### src/rtl/soc_evt_pkg.sv
// Shared constants and Gray-code helpers for the event transmitter.
package soc_evt_pkg;

   localparam int N_SRC_DEF      = 4;
   localparam int EVNT_WIDTH_DEF = 8;
   localparam int DEPTH_DEF      = 8;

   // Widest pointer the helpers handle; narrower pointers are zero-extended.
   localparam int GRAY_W = 16;

   // Binary to reflected Gray code.
   function automatic logic [GRAY_W-1:0] gray_enc(input logic [GRAY_W-1:0] bin);
      return bin ^ (bin >> 1);
   endfunction

   // Reflected Gray code back to binary (prefix XOR from the MSB down).
   function automatic logic [GRAY_W-1:0] gray_dec(input logic [GRAY_W-1:0] gray);
      logic [GRAY_W-1:0] bin;
      bin[GRAY_W-1] = gray[GRAY_W-1];
      for (int i = GRAY_W - 2; i >= 0; i--) begin
         bin[i] = bin[i+1] ^ gray[i];
      end
      return bin;
   endfunction

endpackage

### src/rtl/soc_evt_sync.sv
// Two-flop synchronizer for a Gray-coded bus from another clock domain.
module soc_evt_sync
   import soc_evt_pkg::*;
#(
   parameter int WIDTH = 1
) (
   input  logic             clk,
   input  logic             rst_n,
   input  logic [WIDTH-1:0] d,
   output logic [WIDTH-1:0] q
);

   logic [WIDTH-1:0] meta;

   // Capture the foreign bus, then re-register to settle metastability.
   always_ff @(posedge clk or negedge rst_n) begin
      if (!rst_n) begin
         meta <= '0;
         q    <= '0;
      end else begin
         meta <= d;
         q    <= meta;
      end
   end

endmodule

### src/rtl/soc_evt_tx.sv
// Event transmitter: round-robin arbitration of N_SRC event sources into a
// DEPTH-slot buffer exposed to an asynchronous consumer via Gray pointers.
module soc_evt_tx
   import soc_evt_pkg::*;
#(
   parameter  int N_SRC      = N_SRC_DEF,
   parameter  int EVNT_WIDTH = EVNT_WIDTH_DEF,
   parameter  int DEPTH      = DEPTH_DEF,
   localparam int AW         = $clog2(DEPTH)
) (
   input  logic                        clk_i,
   input  logic                        rst_ni,
   input  logic [N_SRC-1:0]            src_valid_i,
   input  logic [N_SRC*EVNT_WIDTH-1:0] src_data_i,
   output logic [N_SRC-1:0]            src_ack_o,
   output logic [AW:0]                 evt_wptr_o,
   input  logic [AW:0]                 evt_rptr_i,
   output logic [DEPTH*EVNT_WIDTH-1:0] evt_data_o,
   output logic                        full_o,
   output logic [AW:0]                 level_o
);

   localparam int PW  = AW + 1;
   localparam int RRW = (N_SRC > 1) ? $clog2(N_SRC) : 1;

   logic [PW-1:0]         wbin_q;
   logic [PW-1:0]         wbin_inc;
   logic [RRW-1:0]        rr_q;
   logic [EVNT_WIDTH-1:0] slot_q [DEPTH];

   logic [PW-1:0]         rptr_sync;
   logic [PW-1:0]         rbin;
   logic                  found;
   logic [RRW-1:0]        grant;
   logic [RRW-1:0]        scan_idx;
   logic                  transfer;
   logic [EVNT_WIDTH-1:0] grant_data;

   soc_evt_sync #(
      .WIDTH (PW)
   ) u_rptr_sync (
      .clk   (clk_i),
      .rst_n (rst_ni),
      .d     (evt_rptr_i),
      .q     (rptr_sync)
   );

   // Bring the synchronized consumer pointer back to binary.
   always_comb begin
      rbin = PW'(gray_dec(GRAY_W'(rptr_sync)));
   end

   // Occupancy as seen locally; full when the pointers differ only in the wrap bit.
   always_comb begin
      full_o  = (wbin_q[AW] != rbin[AW]) && (wbin_q[AW-1:0] == rbin[AW-1:0]);
      level_o = wbin_q - rbin;
   end

   // Round-robin search: first valid source at or after rr_q, wrapping.
   always_comb begin
      found    = 1'b0;
      grant    = '0;
      scan_idx = '0;
      for (int i = 0; i < N_SRC; i++) begin
         scan_idx = RRW'((int'(rr_q) + i) % N_SRC);
         if (!found && src_valid_i[scan_idx]) begin
            found = 1'b1;
            grant = scan_idx;
         end else begin
            found = found;
         end
      end
   end

   // Accept only when there is room; a full buffer leaves requests pending.
   always_comb begin
      src_ack_o  = '0;
      transfer   = found && !full_o;
      grant_data = src_data_i[int'(grant)*EVNT_WIDTH +: EVNT_WIDTH];
      wbin_inc   = wbin_q + PW'(1);
      if (transfer) begin
         src_ack_o[grant] = 1'b1;
      end else begin
         src_ack_o = '0;
      end
   end

   // Write the granted payload and publish the new Gray pointer on the same edge.
   always_ff @(posedge clk_i or negedge rst_ni) begin
      if (!rst_ni) begin
         wbin_q     <= '0;
         evt_wptr_o <= '0;
         rr_q       <= '0;
         for (int s = 0; s < DEPTH; s++) begin
            slot_q[s] <= '0;
         end
      end else if (transfer) begin
         slot_q[wbin_q[AW-1:0]] <= grant_data;
         wbin_q                 <= wbin_inc;
         evt_wptr_o             <= PW'(gray_enc(GRAY_W'(wbin_inc)));
         if (int'(grant) == N_SRC - 1) begin
            rr_q <= '0;
         end else begin
            rr_q <= grant + RRW'(1);
         end
      end
   end

   // Flatten slot storage onto the consumer-visible bus.
   always_comb begin
      evt_data_o = '0;
      for (int s = 0; s < DEPTH; s++) begin
         evt_data_o[s*EVNT_WIDTH +: EVNT_WIDTH] = slot_q[s];
      end
   end

endmodule

### config.mk
export PLATFORM = sky130hd
export DESIGN_NAME = soc_evt_tx
export DESIGN_NICKNAME = d
export VERILOG_FILES = /design/src/rtl/soc_evt_pkg.sv /design/src/rtl/soc_evt_sync.sv /design/src/rtl/soc_evt_tx.sv
export SDC_FILE = /design/constraint.sdc
export NUM_CORES = 1
export LEC_CHECK = 0
export CAP_MARGIN = 20
export CORE_ASPECT_RATIO = 1.2
export CORE_MARGIN = 1.5
export CORE_UTILIZATION = 28
export DETAILED_ROUTE_END_ITERATION = 12
export MAX_ROUTING_LAYER = met4
export PLACE_DENSITY = 0.59
export SLEW_MARGIN = 10
export SYNTH_ARGS = -nofsm -noshare
export SYNTH_HDL_FRONTEND = slang
export SYNTH_SLANG_ARGS = --single-unit
### constraint.sdc
create_clock -name clk_i -period 8.3 [get_ports clk_i]
set_input_delay 0.83 -clock clk_i [delete_from_list [all_inputs] [get_ports clk_i]]
set_output_delay 0.83 -clock clk_i [all_outputs]
set_load 0.05 [all_outputs]
==> impl_metrics.yaml <==
route:
  routedWlPerCell_um: 16.9
  dr_wl_met3_um: 390
  antenna_left: 0
  wl_met1_um: 3750
  finalWirelength_um: 8930
  viasPerCell: 4.54
  drt_iter0_markers: 63
  highest_layer: "met4"
  vias: 2408
  drc_errors: 0
  wl_met2_um: 4650
  drt_pass1_iterations: 6
clock_tree:
  htreeDepth: 3
  postCtsSetupBuffers: 0
  clk_latency_ps: 330
  clkSlewWorstSetupHoldPaths_ps: 60
  clk_path_buf_depth: 2
  root_buffer: "clkbuf_16"
  cts.sinks: 81
  cts_buffers: 9
  hold_buffers: 0
  cts_tree: "yes"
  cts-resized-gates: 0
cells_and_area:
  antennaDiodeCount: 0
  final_cell_count_no_fill: 530
  drive_gt1_share_pct: 24.7
  fill_cells: 1173
  nNetsFinal: 415
  areaGrowthSynthToFinish_pct: 46.5
flow_run:
  cap_viol_max_count: 0
synth:
  syn_nets: 293
  synth_top_family_by_area: "multiplexers"
  synth-seq-cells: 81
  synth-simple-area-share_pct: 4.70
  synth.avg_cell_area_um2: 14.6
  synth_area_um2: 3540
  synth_cell_types: 33
  syn_inst: 242
  synthAdderAreaFrac_pct: 3.39
  ys_top_cells_by_count: "dfrtp_1 (81), mux2_2 (59), nand2_1 (13), inv_1 (10)"
  yosysMostFrequentCell: "dfrtp_1"
  synthXorXnorAreaFrac_pct: 3.46
  synth_top_cell_by_area: "dfrtp_1"
  yosysTopAreaCellShare_pct: 57.2
  synth_edf_count: 0
  synth_area_leaders: "dfrtp_1 (57%), mux2_2 (19%), mux4_2 (4.4%)"
  synthFlopType: "dfrtp_1"
  synth_mux_area_share_pct: 26.3
  yosys_warnings: 0
  synth-compound-area-share_pct: 2.58
  ys_seq_area_share_pct: 57.2
  async_reset_ff_share_pct: 100
setup_path:
  r2r_slack_ps: 5360
  cp_common_cell: "clkdlybuf4s50_1"
  start_kind: "input pin"
  rr_startpoint: "u_rptr_sync.q[3]$_DFF_PN0_"
  crit_required_ps: 7470
  crit_path_end_kind: "primary output"
  worst-path-max-fanout: 11
  slowest_stage: "a211oi_2"
  critical_path.startpoint: "src_valid_i[3]"
  max_stage_delay_ps: 780
  critical_path_class: "input pin to primary output"
  crit_buf_inv: 3
  r2r_cells: 9
  timing.rr.end: "evt_data_o[50]$_DFFE_PN0P_"
  crit_family: "buffers and inverters"
  cp.arrival_ps: 3580
  path_cells: "clkdlybuf4s50_1 > nand3b_1 > o21ai_0 > a211oi_2 > inv_1 > ha_1 > and2_1 > clkdlybuf4s50_1"
floorplan:
  io_pins: 119
  start_util_pct: 29.0
  coreArea_um2: 12200
  die_y_um: 126
  placementRows: 44
  die_w_um: 106
  dieArea_um2: 13300
sta:
  post-route-min-period_ps: 4410
  fmax_ghz: 0.227
  fin_setup_tns_ps: 0
  rsz0062_at_grt: "no"
  period_share_pct: 53.1
  slew-limit-headroom_pct: 40.2
  drv_slew: 0
  worst_pin_slew_ps: 895
  setup_slack_ps: 3890
  fin_skew_ps: 6.77
  setup_viol: 0
  hold_violations: 0
place:
  globalplace.congestion: 0.767
  dp.cells: 514
  place_ws_ps: 3870
  portBuffers: 118
  dp_hpwl_um: 6520
global_routing:
  grt_max_degree: 51
  grtUsageTotal_pct: 14.3
  antenna_found_initial: 0
  grt_pass1_wl_um: 13900
  grt_pass1_vias: 2503
  grt_overflow: 0
hold_path:
  whs_path_depth: 0
  worstHoldStart: "u_rptr_sync.meta[1]$_DFF_PN0_"
  worstHoldEndpoint: "u_rptr_sync.q[1]$_DFF_PN0_"
  hp-class: "flip-flop to flip-flop"
status:
  status: "completed"
-- how the worst max path moves through the flow --
stage / endpoint / slack, ps / cells past startpoint
floorplan: src_ack_o[0] / 4960 / 8
global placement: src_ack_o[2] / 3930 / 7
detailed placement: src_ack_o[0] / 3870 / 8
CTS: src_ack_o[0] / 3870 / 8
global route: src_ack_o[0] / 3640 / 8
finish: src_ack_o[0] / 3890 / 8
-- cells in the final DEF (no fill, tap or decap), types with 3 or more instances in the layout --
cell and count:
and2_1 4, clkbuf_16 9, mux4_2 7, o21ai_0 6, nand2_1 13, nand3_1 3
buf_4 3, inv_1 10, mux2_2 59, nor2_1 6, dfrtp_1 81, ha_1 8
clkdlybuf4s50_1 117, clkinvlp_4 3, xnor2_1 8, xor2_1 6, mux2_4 5
-- through the flow --
step	area, um^2	hold slack, ps	utilization (%)
after detailed placement	4890	338	40.0
after global routing	5190	358	42.5
after global placement	4890	333	40.0
after floorplan	3540	331	-
after CTS	5190	351	42.5
final	5190	349	42.5
-- sequential cells by signal (all words and copies together) (netlist names) --
register	count
u_rptr_sync.meta	4
rr_q	2
evt_wptr_o	4
evt_data_o	64
wbin_q	3
u_rptr_sync.q	4
-- layout make-up --
type                    instances  area, um^2  area share (%)
clock inverters                 4        52.6            1.01
repair buffers                120        1190            23.0
flip-flops and latches         81        2030            39.0
well taps                     161         201            3.88
clock buffers                  12         246            4.75
inverters                      10        37.5           0.723
multi-input cells             142        1430            27.6
-- logic make-up (layout without fill, tap and decap cells) --
| logic type | count (synthesis) | count (layout) |
|---|---|---|
| flops | 81 | 81 |
| buf+inv | 19 | 146 |
| xor+xnor | 14 | 14 |
| fa+ha+maj | 9 | 9 |
| simple gates | 33 | 33 |
| compound gates | 13 | 13 |
| mux | 73 | 73 |
-- routing by layer --
metal  global-route usage [%]  vias up
li1                         -     1107
met4                     5.09        0
met5                        -        -
met3                     3.26        9
met1                     16.6     1227
met2                     24.1       65
Power is left out: the tool's default activity adds up to more than one toggle a clock period on the data nets, which glitch-free logic cannot reach.
